==> config.mk <==
export PLATFORM = sky130hd
export DESIGN_NAME = vin_pwmmeasure
export DESIGN_NICKNAME = d
export VERILOG_FILES = /design/src/rtl/vin_pwmmeasure.sv
export SDC_FILE = /design/constraint.sdc
export NUM_CORES = 1
export LEC_CHECK = 0
export BUFFER_PORTS_ARGS = -buffer_cell sky130_fd_sc_hd__buf_2
export CAP_MARGIN = 20
export CORE_MARGIN = 1.5
export CORE_UTILIZATION = 52
export DETAILED_ROUTE_END_ITERATION = 12
export PLACE_DENSITY = 0.7
export SLEW_MARGIN = 20
export SYNTH_ARGS = -nofsm -noshare
export SYNTH_HDL_FRONTEND = slang
export SYNTH_SLANG_ARGS = --single-unit
==> constraint.sdc <==
create_clock -name clk -period 3.34 [get_ports clk]
set_input_delay 0.668 -clock clk [delete_from_list [all_inputs] [get_ports clk]]
set_output_delay 0.668 -clock clk [all_outputs]
set_load 0.005 [all_outputs]
==> src/rtl/vin_pwmmeasure.sv <==
// vin_pwmmeasure -- PWM period / high-width measurement.
//
// pwm_in goes through a 2-flop synchronizer and a run-length glitch filter.
// The FSM then measures the clk cycles between filtered rising edges and the
// filtered high time within that period.
//
// Ports:
//   clk       in   sole clock, rising edge
//   reset     in   synchronous, active-high
//   pwm_in    in   asynchronous PWM input
//   period    out  [31:0] cycles between the last two filtered rising edges
//   width     out  [31:0] filtered high cycles within that period
//   valid     out  period/width hold a live measurement
//   sample    out  one-cycle strobe on each period/width update
//   timeout   out  sticky flag, set when the measurement is lost
//   dbg_state out  [1:0] FSM state (0 IDLE, 1 HIGH, 2 LOW)
//
// Handshake: there is no back-pressure. sample is a pure one-cycle strobe.
// period/width are stable from the cycle sample is high until the next update.
module vin_pwmmeasure #(
  parameter int unsigned FILTER  = 2,
  parameter int unsigned TIMEOUT = 50000000
) (
  input  logic        clk,
  input  logic        reset,
  input  logic        pwm_in,
  output logic [31:0] period,
  output logic [31:0] width,
  output logic        valid,
  output logic        sample,
  output logic        timeout,
  output logic [1:0]  dbg_state
);

  localparam logic [31:0] TO    = TIMEOUT[31:0];
  localparam logic [8:0]  FILTW = FILTER[8:0];

  typedef enum logic [1:0] {IDLE = 2'd0, HIGH = 2'd1, LOW = 2'd2} state_t;

  logic        s1_q, s1_d, s2_q, s2_d;
  logic        filt_q, filt_d, prev_q, prev_d;
  logic [7:0]  run_q, run_d;
  state_t      state_q, state_d;
  logic [31:0] cnt_q, cnt_d, w_acc_q, w_acc_d;
  logic [31:0] period_q, period_d, width_q, width_d;
  logic        valid_q, valid_d, sample_q, sample_d, timeout_q, timeout_d;
  logic        rise, fall;
  logic [31:0] cnt_inc;

  // Synchronizer and glitch filter. A run of FILTER samples that differ from
  // the filtered level is needed to flip it; any shorter run restarts.
  always_comb begin
    s1_d   = pwm_in;
    s2_d   = s1_q;
    filt_d = filt_q;
    run_d  = '0;
    if (s2_q != filt_q) begin
      if ({1'b0, run_q} + 9'd1 >= FILTW) begin
        filt_d = s2_q;
      end else begin
        run_d = run_q + 8'd1;
      end
    end
    prev_d = filt_q;
  end

  // Both edges see the same delay, so period and width carry no filter bias.
  assign rise = filt_q & ~prev_q;
  assign fall = ~filt_q & prev_q;

  // cnt saturates at TIMEOUT so it can never wrap.
  assign cnt_inc = (cnt_q < TO) ? cnt_q + 32'd1 : cnt_q;

  always_comb begin
    state_d   = state_q;
    cnt_d     = cnt_q;
    w_acc_d   = w_acc_q;
    period_d  = period_q;
    width_d   = width_q;
    valid_d   = valid_q;
    sample_d  = 1'b0;
    timeout_d = timeout_q;
    case (state_q)
      IDLE: begin
        if (rise) begin
          state_d = HIGH;
          cnt_d   = 32'd1;
        end
      end
      HIGH: begin
        // An edge takes priority over a simultaneous timeout.
        if (fall) begin
          w_acc_d = cnt_q;
          cnt_d   = cnt_inc;
          state_d = LOW;
        end else if (cnt_q == TO) begin
          state_d   = IDLE;
          cnt_d     = '0;
          w_acc_d   = '0;
          period_d  = '0;
          width_d   = '0;
          valid_d   = 1'b0;
          timeout_d = 1'b1;
        end else begin
          cnt_d = cnt_inc;
        end
      end
      LOW: begin
        if (rise) begin
          period_d  = cnt_q;
          width_d   = w_acc_q;
          valid_d   = 1'b1;
          sample_d  = 1'b1;
          timeout_d = 1'b0;
          cnt_d     = 32'd1;
          state_d   = HIGH;
        end else if (cnt_q == TO) begin
          state_d   = IDLE;
          cnt_d     = '0;
          w_acc_d   = '0;
          period_d  = '0;
          width_d   = '0;
          valid_d   = 1'b0;
          timeout_d = 1'b1;
        end else begin
          cnt_d = cnt_inc;
        end
      end
      default: begin
        state_d = IDLE;
        cnt_d   = '0;
      end
    endcase
  end

  always_ff @(posedge clk) begin
    if (reset) begin
      s1_q      <= 1'b0;
      s2_q      <= 1'b0;
      filt_q    <= 1'b0;
      prev_q    <= 1'b0;
      run_q     <= '0;
      state_q   <= IDLE;
      cnt_q     <= '0;
      w_acc_q   <= '0;
      period_q  <= '0;
      width_q   <= '0;
      valid_q   <= 1'b0;
      sample_q  <= 1'b0;
      timeout_q <= 1'b0;
    end else begin
      s1_q      <= s1_d;
      s2_q      <= s2_d;
      filt_q    <= filt_d;
      prev_q    <= prev_d;
      run_q     <= run_d;
      state_q   <= state_d;
      cnt_q     <= cnt_d;
      w_acc_q   <= w_acc_d;
      period_q  <= period_d;
      width_q   <= width_d;
      valid_q   <= valid_d;
      sample_q  <= sample_d;
      timeout_q <= timeout_d;
    end
  end

  assign period    = period_q;
  assign width     = width_q;
  assign valid     = valid_q;
  assign sample    = sample_q;
  assign timeout   = timeout_q;
  assign dbg_state = state_q;

endmodule

==> results.md <==
STA:
- Between clock sinks in the finished design, the worst skew comes to 6.37 ps.
- The actual transition at the worst max-transition pin is 981 ps.
- Hold timing on the final database bottoms out at a slack of 358 ps.
- The number of hold violations in the final report is 0.
- Once routing completed, OpenROAD measured the worst setup slack at 547 ps.
- The worst pin sits at a relative slew slack of between 30% and 40%.
- Adding up every negative setup slack in the final design gives 0 ps.
- Counting I/O delays and the setup requirement, the final critical path takes 2790 ps.
- Setup repair after global routing left no endpoint under its margin.
- The number of max-slew violations in the final report is 0.
- The achievable clock frequency is 0.358 GHz.
- Setup violations remaining at the end of the flow were counted as 0.
- Of the available clock period, the critical path in the final layout requires 83.6%.

Die:
- The initial standard-cell utilization of the core is a little over half.
- The area of the core is 10300 um^2.
- The total die area is 11300 um^2.
- The number of ports placed on the die boundary is around 70.
- The die is 106 um tall.
- The number of rows created at floorplan is 37.
- The floorplan step set the die width to around 110 um.

Routing:
- The routed wire length per instance is 16.9 um.
- Before antenna repair, the detailed router went through 5 iterations.
- The detailed-route via count is 4490.
- The routed wire length is 12.7 mm.
- In the routed layout, each cell is associated on average with a via count of 5.98.
- The count of routing violations after the opening detailed-route iteration is 300.
- In this run the remaining antenna-violating nets after routing total 0.
- In the routed design, unresolved DRC markers number 0.

Synth:
- The post-synthesis instance total is 541.
- After synthesis, the largest family of logic cells by area is compound AO/OA/AOI/OAI gates.
- Yosys printed 0 warnings.
- After Yosys synthesis, XOR and XNOR cells account for less than 1% of the synthesized area.
- The synthesized netlist devotes around 16% of its cell area to simple gates.
- The number of unique standard cell types used by synthesis is 63.
- The summed instance area of the synthesized netlist is approximately 5500 um^2.
- Summed over its instances, the top area cell type makes up 52.5% of the synthesized netlist area.
- The area fraction in compound gates after synthesis is between 20% and 30%.
- Counting instances in the post-synthesis netlist gives the leading cell types as 145 x sky130_fd_sc_hd__dfxtp_1, 63 x sky130_fd_sc_hd__a22o_1, 47 x sky130_fd_sc_hd__nor2_1, 32 x sky130_fd_sc_hd__a22oi_1, 29 x sky130_fd_sc_hd__nand2_1.
- The post-synthesis async set-or-reset flop share is 0%.
- The count of flip-flops with a built-in enable after synthesis is 0.
- The adder-cell share of the synthesized area is 0.906%.
- The main flop type after synthesis is sky130_fd_sc_hd__dfxtp_1.
- The average cell area after synthesis is roughly 10 um^2.
- Sorting the synthesized cells by area gives the leading types as sky130_fd_sc_hd__dfxtp_1 53%, sky130_fd_sc_hd__a22o_1 10%, sky130_fd_sc_hd__a22oi_1 4.3%, sky130_fd_sc_hd__nor2_1 3.2%, sky130_fd_sc_hd__nand3_1 2.0%.
- The number of flip-flops and latches in the synthesized netlist is roughly 150.
- The most numerous cell in the Yosys netlist is sky130_fd_sc_hd__dfxtp_1.
- Multiplexer cells account for 0.181% of the synthesized area.
- The most area-hungry cell type in the Yosys netlist is sky130_fd_sc_hd__dfxtp_1.
- Sequential cells were found to cover about 53% of the synthesized design area.

Final layout:
- Compared with the post-synthesis result, the final layout area differs by 18.2%.
- The number of antenna diodes in the final layout is 0.
- The share of cells above drive strength 1 is 21.5%.
- After filler insertion, the fill cell instance count of the layout stands at 834.
- The number of nets in the final layout is 610.
- After routing the design area is 6530 um^2.

Setup path:
- The required time of the critical path is 3700 ps.
- The setup path with the least slack is of type reg -> reg.
- Data arrives at the worst endpoint at 3160 ps.
- The kind of capture point of the worst setup path is a flip-flop.
- Of all nets on the critical path, the largest fanout is 16.
- The worst setup path is launched from a flip-flop.

Global routing:
- The first global-routing pass estimated between 20 and 25 mm of wire.
- The final global-route overflow total is 0.
- The number of antenna violations at the first check in global routing is 0.
- The total track usage is between 20% and 30%.
- Entering global routing, the biggest net connects 69 pins.
- The via count of the first global-routing pass came to around 4300.

Placed design:
- In this run the cell area measured after placement is 5920 um^2.
- The HPWL after detailed placement is 7.92 mm.
- Routability-driven placement finished with a final weighted congestion of between 0.8 and 0.9.
- The count of input and output buffers is 71.
- The minimum setup slack after placement is 572 ps.

Min path:
- The worst min-delay path category is in -> reg.

Clock tree:
- The TritonCTS clock tree is yes.
- Clock tree synthesis inserted a total of 17 buffers.
- Buffers inserted to repair hold after CTS numbered 0.
- Once the clock tree was built, the setup fixing pass inserted 0 buffers.
- The maximum level of the CTS H-tree is 4.
- Once the clock tree was built, the resizer swapped 0 gates to a different size.
- The number of sinks on the clock net is approximately 150.
- No sink is reached through more buffers than the 2 on the longest clock path.
- The clock tree root buffer cell is sky130_fd_sc_hd__clkbuf_8.
- Clock-pin slew was measured on the worst setup and hold paths at ~60 ps.
- At the later pin of the worst-skew pair, clock insertion delay measures 520 ps.

Power:
- The static leakage is between 2 and 3 nW.
- The total power density per cell area is between 500 and 600 nW/um^2.
- The worst-case IR drop observed on VDD is approximately 290 uV.

Outcome:
- The flow ran to the end, and the final reports show no timing, DRC or antenna violations.

Job:
- Across the run, the number of max-cap violations was 0.
cells in the final DEF (no fill, tap or decap), drive strengths merged, types with 3 or more instances in the layout:
cell type  netlist  routed
nand4            7       7
o21ai           11      11
a22oi           32      32
a22o            64      64
a211oi           5       5
a311oi           6       6
buf             18      84
bufinv           0       4
a21oi           22      22
inv              8       8
nand3           22      22
nor3             9       9
dfxtp          145     145
nand4b           5       5
ha               4       4
xnor2            3       3
nand2           31      31
nor2b            3       3
clkinv           0       4
o211ai           4       4
a31oi            8       8
or3              5       5
nor4             3       3
and2             3       3
conb             1       7
nor2            49      49
or4             10      10
nand2b           3       3
clkbuf          28      21
and3             9       9
metrics by stage:
stage	utilization, %	instances	power, W
final	63.3	751	0.00375
after CTS	63.3	751	0.00378
after detailed placement	57.4	720	0.00186
after global placement	57.3	719	0.00185
after floorplan	-	547	0.00184
after global routing	63.3	751	0.00387
cell families (layout without fill, tap and decap cells):
kind of cell               count (synthesis)  count (layout)
buffers and inverters                     55             123
other                                      1               7
DFF                                      145             145
and+or+nand+nor                          166             166
adders and majority gates                  4               4
muxes                                      1               1
AOI/OAI and AO/OA                        166             166
xor gates and xnor gates                   3               3
cell type report:
cell class | count | area (um^2) | area share (%)
Tap cell | 136 | 170 | 2.60
Inverter | 8 | 30.0 | 0.460
Clock inverter | 10 | 159 | 2.43
Sequential cell | 145 | 2900 | 44.4
Timing Repair Buffer | 84 | 469 | 7.18
Multi-Input combinational cell | 347 | 2350 | 36.0
Clock buffer | 21 | 449 | 6.88
final timing paths:
check,from,end,slack (ps),cells after the start
hold / removal,pwm_in,s1_q,360,2
setup / recovery,cnt_q[23],cnt_q[12],550,7
hold reg to reg,s1_q,s2_q,460,1
setup reg to reg,cnt_q[23],cnt_q[12],550,7
state kept, by name, summed over array words and instances, names as in the netlist:
name and count:
cnt_q 32, period 32, timeout 1, dbg_state 2, run_q 8, filt_q 1
width 32, s1_q 1, valid 1, w_acc_q 32, s2_q 1, prev_q 1
sample 1
metal layers:
layer | track usage, % | share of wire (%) | up-vias
li1 | - | - | 2146
met1 | 32.3 | 47 | 2167
met2 | 36.7 | 46 | 159
met3 | 5.46 | 5.9 | 18
met4 | 10.1 | 1.3 | 0
met5 | 0 | 0 | -
critical path, stage by stage (launching register included):
cell	delay (ps)
sky130_fd_sc_hd__dfxtp_1	440
sky130_fd_sc_hd__nand4_1	230
sky130_fd_sc_hd__or4_1	570
sky130_fd_sc_hd__or3_1	510
sky130_fd_sc_hd__a21o_1	380
sky130_fd_sc_hd__buf_4	270
sky130_fd_sc_hd__a21oi_1	160
sky130_fd_sc_hd__a311oi_1	70
where the power goes:
part	leakage [nW]	internal [W]	switching, W
registers	1.17	0.00174	0.00000535
logic	1.15	0.0000193	0.0000564
clock network	0.294	0.00125	0.000687
Note: power is estimated with default switching activity, not from simulation.
